[src/rtl/lsu_pkg.sv]
// lsu_pkg: shared constants and types for the load/store unit.
//   funct3 encodings, mem_size encodings, fault cause codes and the FSM state type.
package lsu_pkg;
    localparam logic [2:0] F3_B  = 3'b000;
    localparam logic [2:0] F3_H  = 3'b001;
    localparam logic [2:0] F3_W  = 3'b010;
    localparam logic [2:0] F3_BU = 3'b100;
    localparam logic [2:0] F3_HU = 3'b101;
    localparam logic [1:0] SIZE_B = 2'b00;
    localparam logic [1:0] SIZE_H = 2'b01;
    localparam logic [1:0] SIZE_W = 2'b10;
    localparam logic [1:0] CAUSE_NONE      = 2'b00;
    localparam logic [1:0] CAUSE_LOAD_MIS  = 2'b01;
    localparam logic [1:0] CAUSE_STORE_MIS = 2'b10;
    localparam logic [1:0] CAUSE_ILLEGAL   = 2'b11;
    typedef enum logic [2:0] {S_IDLE, S_ISSUE, S_CAPTURE, S_RESP, S_FAULT} state_t;
endpackage

[src/rtl/lsu_if.sv]
// lsu_if: execute-side request, data-RAM port, writeback and fault signals of the LSU.
//   slave  : the LSU itself (takes req_*/mem_dout, drives everything else)
//   master : the environment (execute stage, RAM, writeback)
interface lsu_if #(
    parameter int ADDR_SIZE = 10,
    parameter int WORD_SIZE = 32
);
    logic                 req_valid;
    logic                 req_ready;
    logic                 req_store;
    logic [2:0]           req_funct3;
    logic [WORD_SIZE-1:0] req_base;
    logic [WORD_SIZE-1:0] req_offset;
    logic [WORD_SIZE-1:0] req_wdata;
    logic [4:0]           req_rd;
    logic                 mem_en_write;
    logic                 mem_en_read;
    logic [ADDR_SIZE-1:0] mem_addr;
    logic [WORD_SIZE-1:0] mem_din;
    logic [1:0]           mem_size;
    logic                 mem_unsigned;
    logic [WORD_SIZE-1:0] mem_dout;
    logic                 wb_valid;
    logic [4:0]           wb_rd;
    logic [WORD_SIZE-1:0] wb_data;
    logic                 st_done;
    logic                 fault;
    logic [1:0]           fault_cause;
    logic [WORD_SIZE-1:0] fault_addr;
    modport slave (
        input  req_valid, req_store, req_funct3, req_base, req_offset, req_wdata, req_rd, mem_dout,
        output req_ready, mem_en_write, mem_en_read, mem_addr, mem_din, mem_size, mem_unsigned,
        output wb_valid, wb_rd, wb_data, st_done, fault, fault_cause, fault_addr
    );
    modport master (
        output req_valid, req_store, req_funct3, req_base, req_offset, req_wdata, req_rd, mem_dout,
        input  req_ready, mem_en_write, mem_en_read, mem_addr, mem_din, mem_size, mem_unsigned,
        input  wb_valid, wb_rd, wb_data, st_done, fault, fault_cause, fault_addr
    );
endinterface

[src/rtl/lsu_align.sv]
// lsu_align: combinational funct3 decode, store lane replication and alignment handling.
//   i_store/i_funct3/i_addr_lo/i_wdata : request fields (low two effective-address bits)
//   o_size/o_unsigned                  : RAM access size and zero-extend flag
//   o_addr_lo                          : low address bits after forced alignment
//   o_din                              : lane-replicated store data
//   o_fault/o_cause                    : request must trap, and why
// LSU_MISALIGN_TRAP_EN defined: misaligned half/word accesses fault; otherwise they are forced aligned.
module lsu_align
    import lsu_pkg::*;
(
    input  logic        i_store,
    input  logic [2:0]  i_funct3,
    input  logic [1:0]  i_addr_lo,
    input  logic [31:0] i_wdata,
    output logic [1:0]  o_size,
    output logic        o_unsigned,
    output logic [1:0]  o_addr_lo,
    output logic [31:0] o_din,
    output logic        o_fault,
    output logic [1:0]  o_cause
);
    logic w_legal;
    logic [1:0] w_size;
`ifdef LSU_MISALIGN_TRAP_EN
    logic w_mis;
`endif
    always_comb begin
        w_legal = i_store ? (i_funct3 == F3_B || i_funct3 == F3_H || i_funct3 == F3_W)
                          : (i_funct3 == F3_B || i_funct3 == F3_H || i_funct3 == F3_W ||
                             i_funct3 == F3_BU || i_funct3 == F3_HU);
        w_size = i_funct3[1:0] == 2'b00 ? SIZE_B : i_funct3[1:0] == 2'b01 ? SIZE_H : SIZE_W;
        o_size = w_size;
        o_unsigned = i_funct3[2];
        o_din = w_size == SIZE_B ? {4{i_wdata[7:0]}} : w_size == SIZE_H ? {2{i_wdata[15:0]}} : i_wdata;
        o_addr_lo = w_size == SIZE_B ? i_addr_lo : w_size == SIZE_H ? {i_addr_lo[1], 1'b0} : 2'b00;
`ifdef LSU_MISALIGN_TRAP_EN
        w_mis = w_size == SIZE_H ? i_addr_lo[0] : w_size == SIZE_W ? |i_addr_lo : 1'b0;
        o_fault = !w_legal || w_mis;
        o_cause = !w_legal ? CAUSE_ILLEGAL : !w_mis ? CAUSE_NONE : i_store ? CAUSE_STORE_MIS : CAUSE_LOAD_MIS;
`else
        o_fault = !w_legal;
        o_cause = w_legal ? CAUSE_NONE : CAUSE_ILLEGAL;
`endif
    end
endmodule

[src/rtl/lsu.sv]
// lsu: load/store unit, initiator side of the single-port data RAM.
//   clk, rst : clock and synchronous active-high reset
//   bus      : lsu_if.slave (request from execute, RAM port, writeback pulse, fault report)
// LSU_MISALIGN_TRAP_EN selects trapping versus forced alignment of misaligned accesses.
module lsu
    import lsu_pkg::*;
#(
    parameter int ADDR_SIZE = 10,
    parameter int WORD_SIZE = 32
) (
    input logic  clk,
    input logic  rst,
    lsu_if.slave bus
);
    state_t r_state;
    state_t w_next;
    logic [31:0] w_ea;
    logic [1:0] w_size;
    logic w_unsigned;
    logic [1:0] w_addr_lo;
    logic [31:0] w_din;
    logic w_fault;
    logic [1:0] w_cause;
    logic w_accept;
    logic r_store;
    logic [ADDR_SIZE-1:0] r_addr;
    logic [WORD_SIZE-1:0] r_din;
    logic [1:0] r_size;
    logic r_unsigned;
    logic [4:0] r_rd;
    logic [WORD_SIZE-1:0] r_wb_data;
    logic [1:0] r_cause;
    logic [31:0] r_fault_addr;

    assign w_ea = bus.req_base + bus.req_offset;
    assign w_accept = r_state == S_IDLE && bus.req_valid;

    lsu_align u_align (
        .i_store    (bus.req_store),
        .i_funct3   (bus.req_funct3),
        .i_addr_lo  (w_ea[1:0]),
        .i_wdata    (bus.req_wdata),
        .o_size     (w_size),
        .o_unsigned (w_unsigned),
        .o_addr_lo  (w_addr_lo),
        .o_din      (w_din),
        .o_fault    (w_fault),
        .o_cause    (w_cause)
    );

    always_ff @(posedge clk) begin
        if (rst) r_state <= S_IDLE;
        else r_state <= w_next;
    end

    always_comb begin
        w_next = r_state;
        case (r_state)
            S_IDLE:    w_next = !bus.req_valid ? S_IDLE : w_fault ? S_FAULT : S_ISSUE;
            S_ISSUE:   w_next = r_store ? S_IDLE : S_CAPTURE;
            S_CAPTURE: w_next = S_RESP;
            default:   w_next = S_IDLE;
        endcase
        bus.req_ready = r_state == S_IDLE;
        bus.mem_en_read = r_state == S_ISSUE && !r_store;
        bus.mem_en_write = r_state == S_ISSUE && r_store;
        bus.st_done = r_state == S_ISSUE && r_store;
        bus.wb_valid = r_state == S_RESP;
        bus.fault = r_state == S_FAULT;
    end

    // The RAM extends its output from mem_size/mem_unsigned/mem_addr, so these only
    // change on acceptance and stay put through CAPTURE.
    always_ff @(posedge clk) begin
        if (rst) begin
            r_store <= 1'b0;
            r_addr <= '0;
            r_din <= '0;
            r_size <= SIZE_W;
            r_unsigned <= 1'b0;
            r_rd <= '0;
            r_wb_data <= '0;
            r_cause <= CAUSE_NONE;
            r_fault_addr <= '0;
        end else begin
            if (w_accept && w_fault) begin
                r_cause <= w_cause;
                r_fault_addr <= w_ea;
            end
            if (w_accept && !w_fault) begin
                r_store <= bus.req_store;
                r_addr <= {w_ea[ADDR_SIZE-1:2], w_addr_lo};
                r_din <= w_din;
                r_size <= w_size;
                r_unsigned <= w_unsigned;
                r_rd <= bus.req_rd;
            end
            if (r_state == S_CAPTURE) r_wb_data <= bus.mem_dout;
        end
    end

    assign bus.mem_addr = r_addr;
    assign bus.mem_din = r_din;
    assign bus.mem_size = r_size;
    assign bus.mem_unsigned = r_unsigned;
    assign bus.wb_rd = r_rd;
    assign bus.wb_data = r_wb_data;
    assign bus.fault_cause = r_cause;
    assign bus.fault_addr = r_fault_addr;
endmodule

[src/flat_wrapper.sv]
// flat-port wrapper written by rule: the top's interface ports become plain ports
module lsu_flat import lsu_pkg::*;
#(
    parameter int ADDR_SIZE = 10,
    parameter int WORD_SIZE = 32
)
  (clk, rst, bus_req_valid, bus_req_store, bus_req_funct3, bus_req_base, bus_req_offset, bus_req_wdata, bus_req_rd, bus_mem_dout, bus_req_ready, bus_mem_en_write, bus_mem_en_read, bus_mem_addr, bus_mem_din, bus_mem_size, bus_mem_unsigned, bus_wb_valid, bus_wb_rd, bus_wb_data, bus_st_done, bus_fault, bus_fault_cause, bus_fault_addr);
  lsu_if #(.ADDR_SIZE(ADDR_SIZE), .WORD_SIZE(WORD_SIZE)) bus_i ();
  input logic clk;
  input logic rst;
  input wire logic [$bits(bus_i.req_valid)-1:0] bus_req_valid;
  input wire logic [$bits(bus_i.req_store)-1:0] bus_req_store;
  input wire logic [$bits(bus_i.req_funct3)-1:0] bus_req_funct3;
  input wire logic [$bits(bus_i.req_base)-1:0] bus_req_base;
  input wire logic [$bits(bus_i.req_offset)-1:0] bus_req_offset;
  input wire logic [$bits(bus_i.req_wdata)-1:0] bus_req_wdata;
  input wire logic [$bits(bus_i.req_rd)-1:0] bus_req_rd;
  input wire logic [$bits(bus_i.mem_dout)-1:0] bus_mem_dout;
  output wire logic [$bits(bus_i.req_ready)-1:0] bus_req_ready;
  output wire logic [$bits(bus_i.mem_en_write)-1:0] bus_mem_en_write;
  output wire logic [$bits(bus_i.mem_en_read)-1:0] bus_mem_en_read;
  output wire logic [$bits(bus_i.mem_addr)-1:0] bus_mem_addr;
  output wire logic [$bits(bus_i.mem_din)-1:0] bus_mem_din;
  output wire logic [$bits(bus_i.mem_size)-1:0] bus_mem_size;
  output wire logic [$bits(bus_i.mem_unsigned)-1:0] bus_mem_unsigned;
  output wire logic [$bits(bus_i.wb_valid)-1:0] bus_wb_valid;
  output wire logic [$bits(bus_i.wb_rd)-1:0] bus_wb_rd;
  output wire logic [$bits(bus_i.wb_data)-1:0] bus_wb_data;
  output wire logic [$bits(bus_i.st_done)-1:0] bus_st_done;
  output wire logic [$bits(bus_i.fault)-1:0] bus_fault;
  output wire logic [$bits(bus_i.fault_cause)-1:0] bus_fault_cause;
  output wire logic [$bits(bus_i.fault_addr)-1:0] bus_fault_addr;
  assign bus_i.req_valid = bus_req_valid;
  assign bus_i.req_store = bus_req_store;
  assign bus_i.req_funct3 = bus_req_funct3;
  assign bus_i.req_base = bus_req_base;
  assign bus_i.req_offset = bus_req_offset;
  assign bus_i.req_wdata = bus_req_wdata;
  assign bus_i.req_rd = bus_req_rd;
  assign bus_i.mem_dout = bus_mem_dout;
  assign bus_req_ready = bus_i.req_ready;
  assign bus_mem_en_write = bus_i.mem_en_write;
  assign bus_mem_en_read = bus_i.mem_en_read;
  assign bus_mem_addr = bus_i.mem_addr;
  assign bus_mem_din = bus_i.mem_din;
  assign bus_mem_size = bus_i.mem_size;
  assign bus_mem_unsigned = bus_i.mem_unsigned;
  assign bus_wb_valid = bus_i.wb_valid;
  assign bus_wb_rd = bus_i.wb_rd;
  assign bus_wb_data = bus_i.wb_data;
  assign bus_st_done = bus_i.st_done;
  assign bus_fault = bus_i.fault;
  assign bus_fault_cause = bus_i.fault_cause;
  assign bus_fault_addr = bus_i.fault_addr;
  lsu #(.ADDR_SIZE(ADDR_SIZE), .WORD_SIZE(WORD_SIZE)) u_core (.clk(clk), .rst(rst), .bus(bus_i));
endmodule
[config.mk]
export PLATFORM = sky130hd
export DESIGN_NAME = lsu_flat
export DESIGN_NICKNAME = d
export VERILOG_FILES = /design/src/rtl/lsu_pkg.sv /design/src/rtl/lsu_if.sv /design/src/rtl/lsu_align.sv /design/src/rtl/lsu.sv /design/src/flat_wrapper.sv
export SDC_FILE = /design/constraint.sdc
export NUM_CORES = 1
export LEC_CHECK = 0
export ABC_CLOCK_PERIOD_IN_PS = 4300
export BUFFER_PORTS_ARGS = -buffer_cell sky130_fd_sc_hd__buf_2
export CORE_MARGIN = 2
export CORE_UTILIZATION = 45
export CTS_BUF_LIST = sky130_fd_sc_hd__clkbuf_16
export CTS_CLUSTER_SIZE = 12
export DETAILED_ROUTE_END_ITERATION = 7
export GPL_TIMING_DRIVEN = 0
export PLACE_DENSITY = 0.75
export SYNTH_ARGS = -nofsm -noshare
export SYNTH_HDL_FRONTEND = slang
export SYNTH_HIERARCHICAL = 1
export SYNTH_SLANG_ARGS = --single-unit
[constraint.sdc]
create_clock -name clk -period 4.3 [get_ports clk]
set_input_delay 0.645 -clock clk [delete_from_list [all_inputs] [get_ports clk]]
set_output_delay 0.645 -clock clk [all_outputs]
set_load 0.03 [all_outputs]
Word level (Yosys, flattened, before mapping) --
Cells that the tools add are included.
Word-level totals: output and inout port bits 122, input bits 140, register bits 120, word-level logic and storage cells 48
Cells by class: reduce and logical (&&, ||, !) cells 15, $add $sub $neg 1, equal/unequal tests 10, muxes and demuxes 12
Operator list (number):
- 2-to-1 mux 32 bit | 2
- adder 32 bit | 1
- 2-to-1 mux 2 bit | 6
- == test 3 x 2 -> 1 bit, second input constant | 3
- == test 3 bit, second input constant | 3
- one-hot mux 3 bit (3 select lines) | 1
- == test 3 x 1 -> 1 bit, second input constant | 2
- logical NOT 3 bit | 2
- 2-to-1 mux 3 bit | 2
- logical AND 1 bit | 5
- == test 2 x 1 -> 1 bit, second input constant | 2
- logical NOT 2 bit | 2
- logical OR 1 bit | 4
- logical NOT 1 bit | 2
- 2-to-1 mux 1 bit | 1

Depth between registers and ports, before layout --
Gate-level depths: netlist of the first run.
word-level depth 9, gate-level depth with buffers 11, mapped depth without buffers 9

Cells and area by module --
The synthesis of the first run kept the hierarchy.
Modules (own cells, without submodules):
- lsu | area an instance 5893.2 um2, cells each 765, times used 1, seq. area each 2402.3 um2
- lsu_align | area an instance 510.5 um2, cells each 63, times used 1, seq. area each 0.0 um2

Worst setup path after synthesis of the first run --
No wires, ideal clock.
kind input-to-reg, from input bus_req_base[0], to register u_core.r_fault_addr[20], in the netlist u_core/bus.fault_addr[20], arrival time 2653 ps, buffers on the path 0, required time 4172 ps, setup slack 1519 ps, stages 9, library setup time 128 ps, cells stage by stage ha_1 -> fa_1 -> a21o_1 -> a221oi_2 -> o21bai_2 -> a221o_2 -> a31oi_1 -> xor2_1 -> o21ai_1
Between the ends: cells in the longest elaborated chain, start to end 1
Ends and longest elaborated chain:
- from (decl) | RTL line flat_wrapper.sv:14 | input wire logic [$bits(bus_i.req_base)-1:0] bus_req_base;
- adder 32 bit | RTL line lsu.sv:35 | assign w_ea = bus.req_base + bus.req_offset;
- to (signal assigned) | RTL line lsu.sv:88 | r_fault_addr <= w_ea;
- to (decl) | RTL line lsu.sv:33 | logic [31:0] r_fault_addr;
Every way passes these cells. A chain may end at the register's enable or synchronous reset.

Worst setup path in the final report of the first run --
Same ends and word-level chain as after synthesis.

==> results.toml, run 1 <==
[placed_design]
port_buffers = 260
dp_slack_ns = 1.17
place_area_um2 = 7930
dpl.hpwl_um = 15600
gp_congestion = 0.972
dp_cells = 1268

[power_and_ir_drop]
combPwrFrac_pct = 25.9
power_density_nw_per_um2 = 392
leakage_nw = 3.94
p_sw_mw = 1.06
seqPwrFrac_pct = 37.2
clkPwrFrac_pct = 36.9
ir_worst_vdd_mv = 0.274
intPower_mw = 2.25
switching_share_pct = 31.9

[sta]
setup_violations = 0
hold_viol = 0
setup_tns_ns = 0
grt_setup_unrepaired = "false"
layout_min_cycle_time_ns = 2.71
tightest_slew_ns = 0.697
skew_ns = 0.00748
fmax_mhz = 368
hold_ws_ns = 0.445
slew_headroom_pct = 53.2
finalWorstSetupSlack_ns = 1.59
period_share_pct = 63.1
drv_slew = 0

[floorplan]
ios = 262
start_util_pct = 46.1
row_count = 43
die_h_um = 123
die_area_um2 = 15200
die-width_um = 123
core_area_um2 = 13900

[critical_path]
start_kind = "input pin"
end_kind = "flip-flop"
reg2reg_from = "u_core/r_state[2]"
cp_data_required_time_ns = 4.58
path_max_fanout = 5
arrival_ns = 3.00
rrSetupSlack_ns = 1.89
critPathKind = "in -> reg"
cp-startpoint = "bus_req_base[0]"

[detailed_routing]
first_pass_iters = 5
final_antenna_net_count = 0
drt-wirelength-per-cell_um = 15.4
drc = 0
routed-via-count = 6739
drt_iter0_drc = 412
vias_per_cell = 5.19
totalWireLength_um = 19900

[synthesis]
syn-cell-area_um2 = 6400
synth_cells = 828
ys_seq_elements = 120
synth_async_sr_flop_share_pct = 0
synth_cell_types = 61
synth_edf_count = 0
synth_common_cells = "232 x nand2_1, 132 x a21oi_1, 120 x dfxtp_1"
synth_nets = 1000
synthFlopType = "dfxtp_1"
yosysTopAreaCell = "dfxtp_1"
ys_warn_count = 6
ys_top_cells_by_area = "dfxtp_1 38%, nand2_1 14%, a21oi_1 10%"
synth.top_cell.area_share_pct = 37.5
yosysMostFrequentCell = "nand2_1"
synth_seq_area_share_pct = 37.5
syn_avg_cell_area_um2 = 7.73

[clocking]
cts_tree = "yes"
clk_pin_slew_ns = 0.05
cts_setup_buffers = 0
clk_latency_ns = 0.41
post_cts_resized = 0
cts-buffers-inserted = 17
h-tree-depth = 4
clock_sinks = 120
root_buffer = "clkbuf_16"
clock_path_buffers = 2
cts_hold_buf = 0

[grt]
grt_usage_pct = 25.5
grt_pass1_wl_um = 30000
grt_max_degree = 17
overflow = 0
grt_pass1_vias = 5986
antenna_found_initial = 1

[finish]
drive_gt1_share_pct = 29.7
nets = 1279
fin_area_um2 = 8430
fill_cells = 1316
fin_cells = 1298
area_delta_synth_final_pct = 31.7

[status]
status = "complete, no violations"

[worst_hold_path]
hp-start = "bus_req_funct3[1]"
hold_class = "in -> reg"

[run]
cap_violations = 0
==> path summary, 6_finish.rpt <==
| kind | endpoint | depth (start not counted) |
|---|---|---|
| max | u_core/bus.fault_addr[20] | 10 |
| min | u_core/bus.mem_size[1] | 3 |
| max reg2reg | u_core/bus.fault_addr[26] | 9 |
| min reg2reg | u_core/bus.fault_addr[0] | 2 |
==> routing by layer <==
layer / routed length, um / global-route usage [%] / up-vias / share of wire, %
met4: 575 / 11.2 / 0 / 2.9
met2: 9300 / 42.0 / 255 / 47
met3: 1560 / 6.32 / 38 / 7.8
li1: - / - / 3402 / -
met1: 8500 / 31.7 / 3044 / 43
met5: 0 / 0 / - / 0
==> final cells by class <==
cell class | instances | area (um^2) | share of cell area [%]
clock buffer | 17 | 425 | 5.04
tap | 180 | 225 | 2.67
buffer | 59 | 293 | 3.47
clock inverter | 12 | 76.3 | 0.905
multi-input combinational | 639 | 3670 | 43.5
inverter | 10 | 37.5 | 0.445
sequential | 120 | 2400 | 28.5
timing repair buffer | 260 | 1300 | 15.4
antenna | 1 | 2.50 | 0.0297
==> power by group through the flow <==
stage / logic [mW] / registers (mW) / clock network [mW]
final: 0.858 / 1.23 / 1.22
after global routing: 0.936 / 1.24 / 1.30
after CTS: 0.853 / 1.23 / 1.25
after detailed placement: 0.850 / 1.25 / 0
after global placement: 0.843 / 1.25 / 0
after floorplan: 0.428 / 1.40 / 0
==> metrics by stage <==
step                      utilization [%]  total power [mW]
after global routing                 60.8              3.47
after global placement               57.1              2.09
final                                60.8              3.31
after floorplan                         -              1.83
after detailed placement             57.1              2.10
after CTS                            60.7              3.33
==> kinds of logic after synthesis <==
kind of cell | Yosys count | synth area share (%)
simple gates | 324 | 21.5
compound gates | 230 | 21.2
fa+ha+maj | 32 | 6.37
xor+xnor | 24 | 3.28
buf+inv | 69 | 5.16
flops | 120 | 37.5
mux | 29 | 4.92
==> sequential cells by signal, summed over array words and instances (netlist names) <==
name	cells
u_core/bus.fault_addr	32
u_core/bus.fault_cause	2
u_core/bus.mem_addr	10
u_core/bus.mem_din	32
u_core/bus.mem_size	2
u_core/bus.mem_unsigned	1
u_core/bus.wb_data	32
u_core/bus.wb_rd	5
u_core/r_state	3
u_core/r_store	1
==> cell usage in the layout (no fill, tap or decap), drive strengths merged, types with 3 or more instances in the layout <==
| cell | Yosys | routed |
|---|---|---|
| buf | 18 | 278 |
| nand2 | 232 | 232 |
| a21oi | 132 | 132 |
| dfxtp | 120 | 120 |
| clkbuf | 41 | 58 |
| o21ai | 41 | 41 |
| nor2 | 32 | 32 |
| ha | 31 | 31 |
| mux2 | 17 | 17 |
| inv | 10 | 16 |
| a21o | 15 | 15 |
| xor2 | 13 | 13 |
| mux2i | 12 | 12 |
| xnor2 | 11 | 11 |
| nor3 | 10 | 10 |
| nand3 | 9 | 9 |
| and3 | 7 | 7 |
| nand4 | 7 | 7 |
| a211oi | 6 | 6 |
| nand3b | 5 | 5 |
| and2 | 5 | 5 |
| clkinv | 0 | 5 |
| o21a | 4 | 4 |
| a31oi | 4 | 4 |
| o21bai | 4 | 4 |
| nand2b | 3 | 3 |
| or2 | 3 | 3 |
| nor2b | 3 | 3 |
==> critical path: stages <==
cell and delay (ns):
buf_2 0.10, ha_1 0.22, fa_1 0.42, a21o_1 0.24
a221oi_2 0.31, o21bai_2 0.12, a221o_2 0.45, a31oi_1 0.22
xor2_1 0.19, o21ai_1 0.07
No activity file was read; power rests on OpenSTA's default activity.
==> run 2, diff against run 1 <==
- ABC_CLOCK_PERIOD_IN_PS: 4300 -> 2410
- CORE_UTILIZATION: 45 -> 44
- PLACE_DENSITY: 0.75 -> 0.77
- clock period: 4.3 -> 2.41 ns (I/O delays scaled with it)
==> results.toml, run 2 (same netlist as run 1, synthesis figures left out) <==
[run]
cap_violations = 0

[sta]
setup_tns_ns = 0
hold_viol = 0
fmax_mhz = 433
slew_headroom_pct = 53.7
period_share_pct = 95.9
skew_ns = 0.00729
tightest_slew_ns = 0.695
layout_min_cycle_time_ns = 2.31
drv_slew = 0
setup_violations = 0

[floorplan]
core_area_um2 = 14400
die-width_um = 125
start_util_pct = 44.6
die_area_um2 = 15500
die_h_um = 125
ios = 262
row_count = 44

[placed_design]
dpl.hpwl_um = 15800
port_buffers = 260
dp_cells = 1272
gp_congestion = 0.927

[detailed_routing]
drc = 0
totalWireLength_um = 20200
first_pass_iters = 5
drt-wirelength-per-cell_um = 15.5
vias_per_cell = 5.24
final_antenna_net_count = 0
drt_iter0_drc = 410
routed-via-count = 6842

[finish]
nets = 1283
antennaDiodeCount = 0
area_delta_synth_final_pct = 34.2
final_common_cell = "buf_2"
fill_cells = 1351
fin_cells = 1306
final_cell_mix = "263 x buf_2, 232 x nand2_1, 132 x a21oi_1"
drive_gt1_share_pct = 30.7

[worst_hold_path]
hold_class = "in -> reg"

[critical_path]
end_kind = "flip-flop"
cpPeakStageDelay_ns = 0.44
arrival_ns = 2.59
path_max_fanout = 5
cp_data_required_time_ns = 2.69
critPathKind = "in -> reg"
cp_slowest_cell = "a221o_2"
start_kind = "input pin"
path_cells = "buf_2, ha_4, fa_2, a21o_1, a221oi_4, o21bai_2, a221o_2, a31oi_2, xor2_1, o21ai_1"

[clocking]
clk_pin_slew_ns = 0.06
cts-buffers-inserted = 17
root_buffer = "clkbuf_16"
clk_latency_ns = 0.41
cts_tree = "yes"
h-tree-depth = 4
cts_hold_buf = 0
clock_path_buffers = 2
clock_sinks = 120

[grt]
grt_pass1_wl_um = 32500
grt_pass1_vias = 6504
antenna_found_initial = 0
grt_usage_pct = 25.7
grt_max_degree = 17
overflow = 0

[power_and_ir_drop]
power_density_nw_per_um2 = 734
design_power_total_mw = 6.30
leakage_nw = 3.99
ir_worst_vdd_mv = 0.504

[status]
status = "complete, no violations"
[run 2: path summary, 6_finish.rpt]
| path | slack [ns] | to | cells after the start | startpoint |
|---|---|---|---|---|
| setup / recovery | 0.1 | u_core/bus.fault_addr[20] | 10 | bus_req_base[0] |
| hold / removal | 0.16 | u_core/bus.mem_size[1] | 3 | bus_req_funct3[1] |
| setup reg to reg | 0.22 | u_core/bus.fault_addr[26] | 9 | u_core/r_state[2] |
| hold reg to reg | 0.45 | u_core/bus.fault_addr[19] | 2 | u_core/bus.fault_addr[19] |
[run 2: per-layer routing]
| layer | global-route usage [%] | part of all wire (%) | up-vias | wire length, um |
|---|---|---|---|---|
| li1 | - | - | 3418 | - |
| met4 | 11.6 | 3.0 | 0 | 603 |
| met3 | 5.33 | 7.0 | 42 | 1410 |
| met1 | 31.5 | 42 | 3101 | 8480 |
| met2 | 43.6 | 48 | 281 | 9750 |
| met5 | 0 | 0 | - | 0 |
[run 2: metrics by stage]
step                      util, %  hold WS, ns  setup WS, ns  instance area, um^2
after floorplan                 -        0.459        0.0196                 6420
after global placement       55.3        0.434        -0.291                 7950
after detailed placement     55.3        0.438        -0.327                 7950
after CTS                    59.4        0.141        0.0762                 8540
after global routing         59.8        0.157       -0.0233                 8590
final                        59.8        0.159        0.0997                 8590
[run 2: timing repair]
item / 4_1_cts / 5_1_grt
resized for setup: 0 / 3
setup endpoints to repair: 0 / 48
buffers inserted: 0 / 4
[run 2: worst max-delay path: cells and delay by family]
family	cells	cell delay, ns
AOI/OAI and AO/OA	6	1.39
adders and majority gates	2	0.53
xor gates and xnor gates	1	0.18
buffers and inverters	1	0.12
[run 2: power breakdown]
group	switching, mW	internal (mW)	total [mW]
combinational	1.01	0.550	1.56
clock	0.856	1.69	2.55
sequential	0.0730	2.13	2.20
[run 2: layout make-up]
| class | instances | area, um^2 | area share (%) |
|---|---|---|---|
| clock buffer | 17 | 425 | 4.95 |
| clock inverter | 13 | 164 | 1.91 |
| multi-input combinational | 639 | 3710 | 43.2 |
| inverter | 10 | 37.5 | 0.437 |
| timing repair buffer | 264 | 1330 | 15.5 |
| tap | 184 | 230 | 2.68 |
| buffer | 59 | 293 | 3.41 |
| sequential | 120 | 2400 | 28.0 |
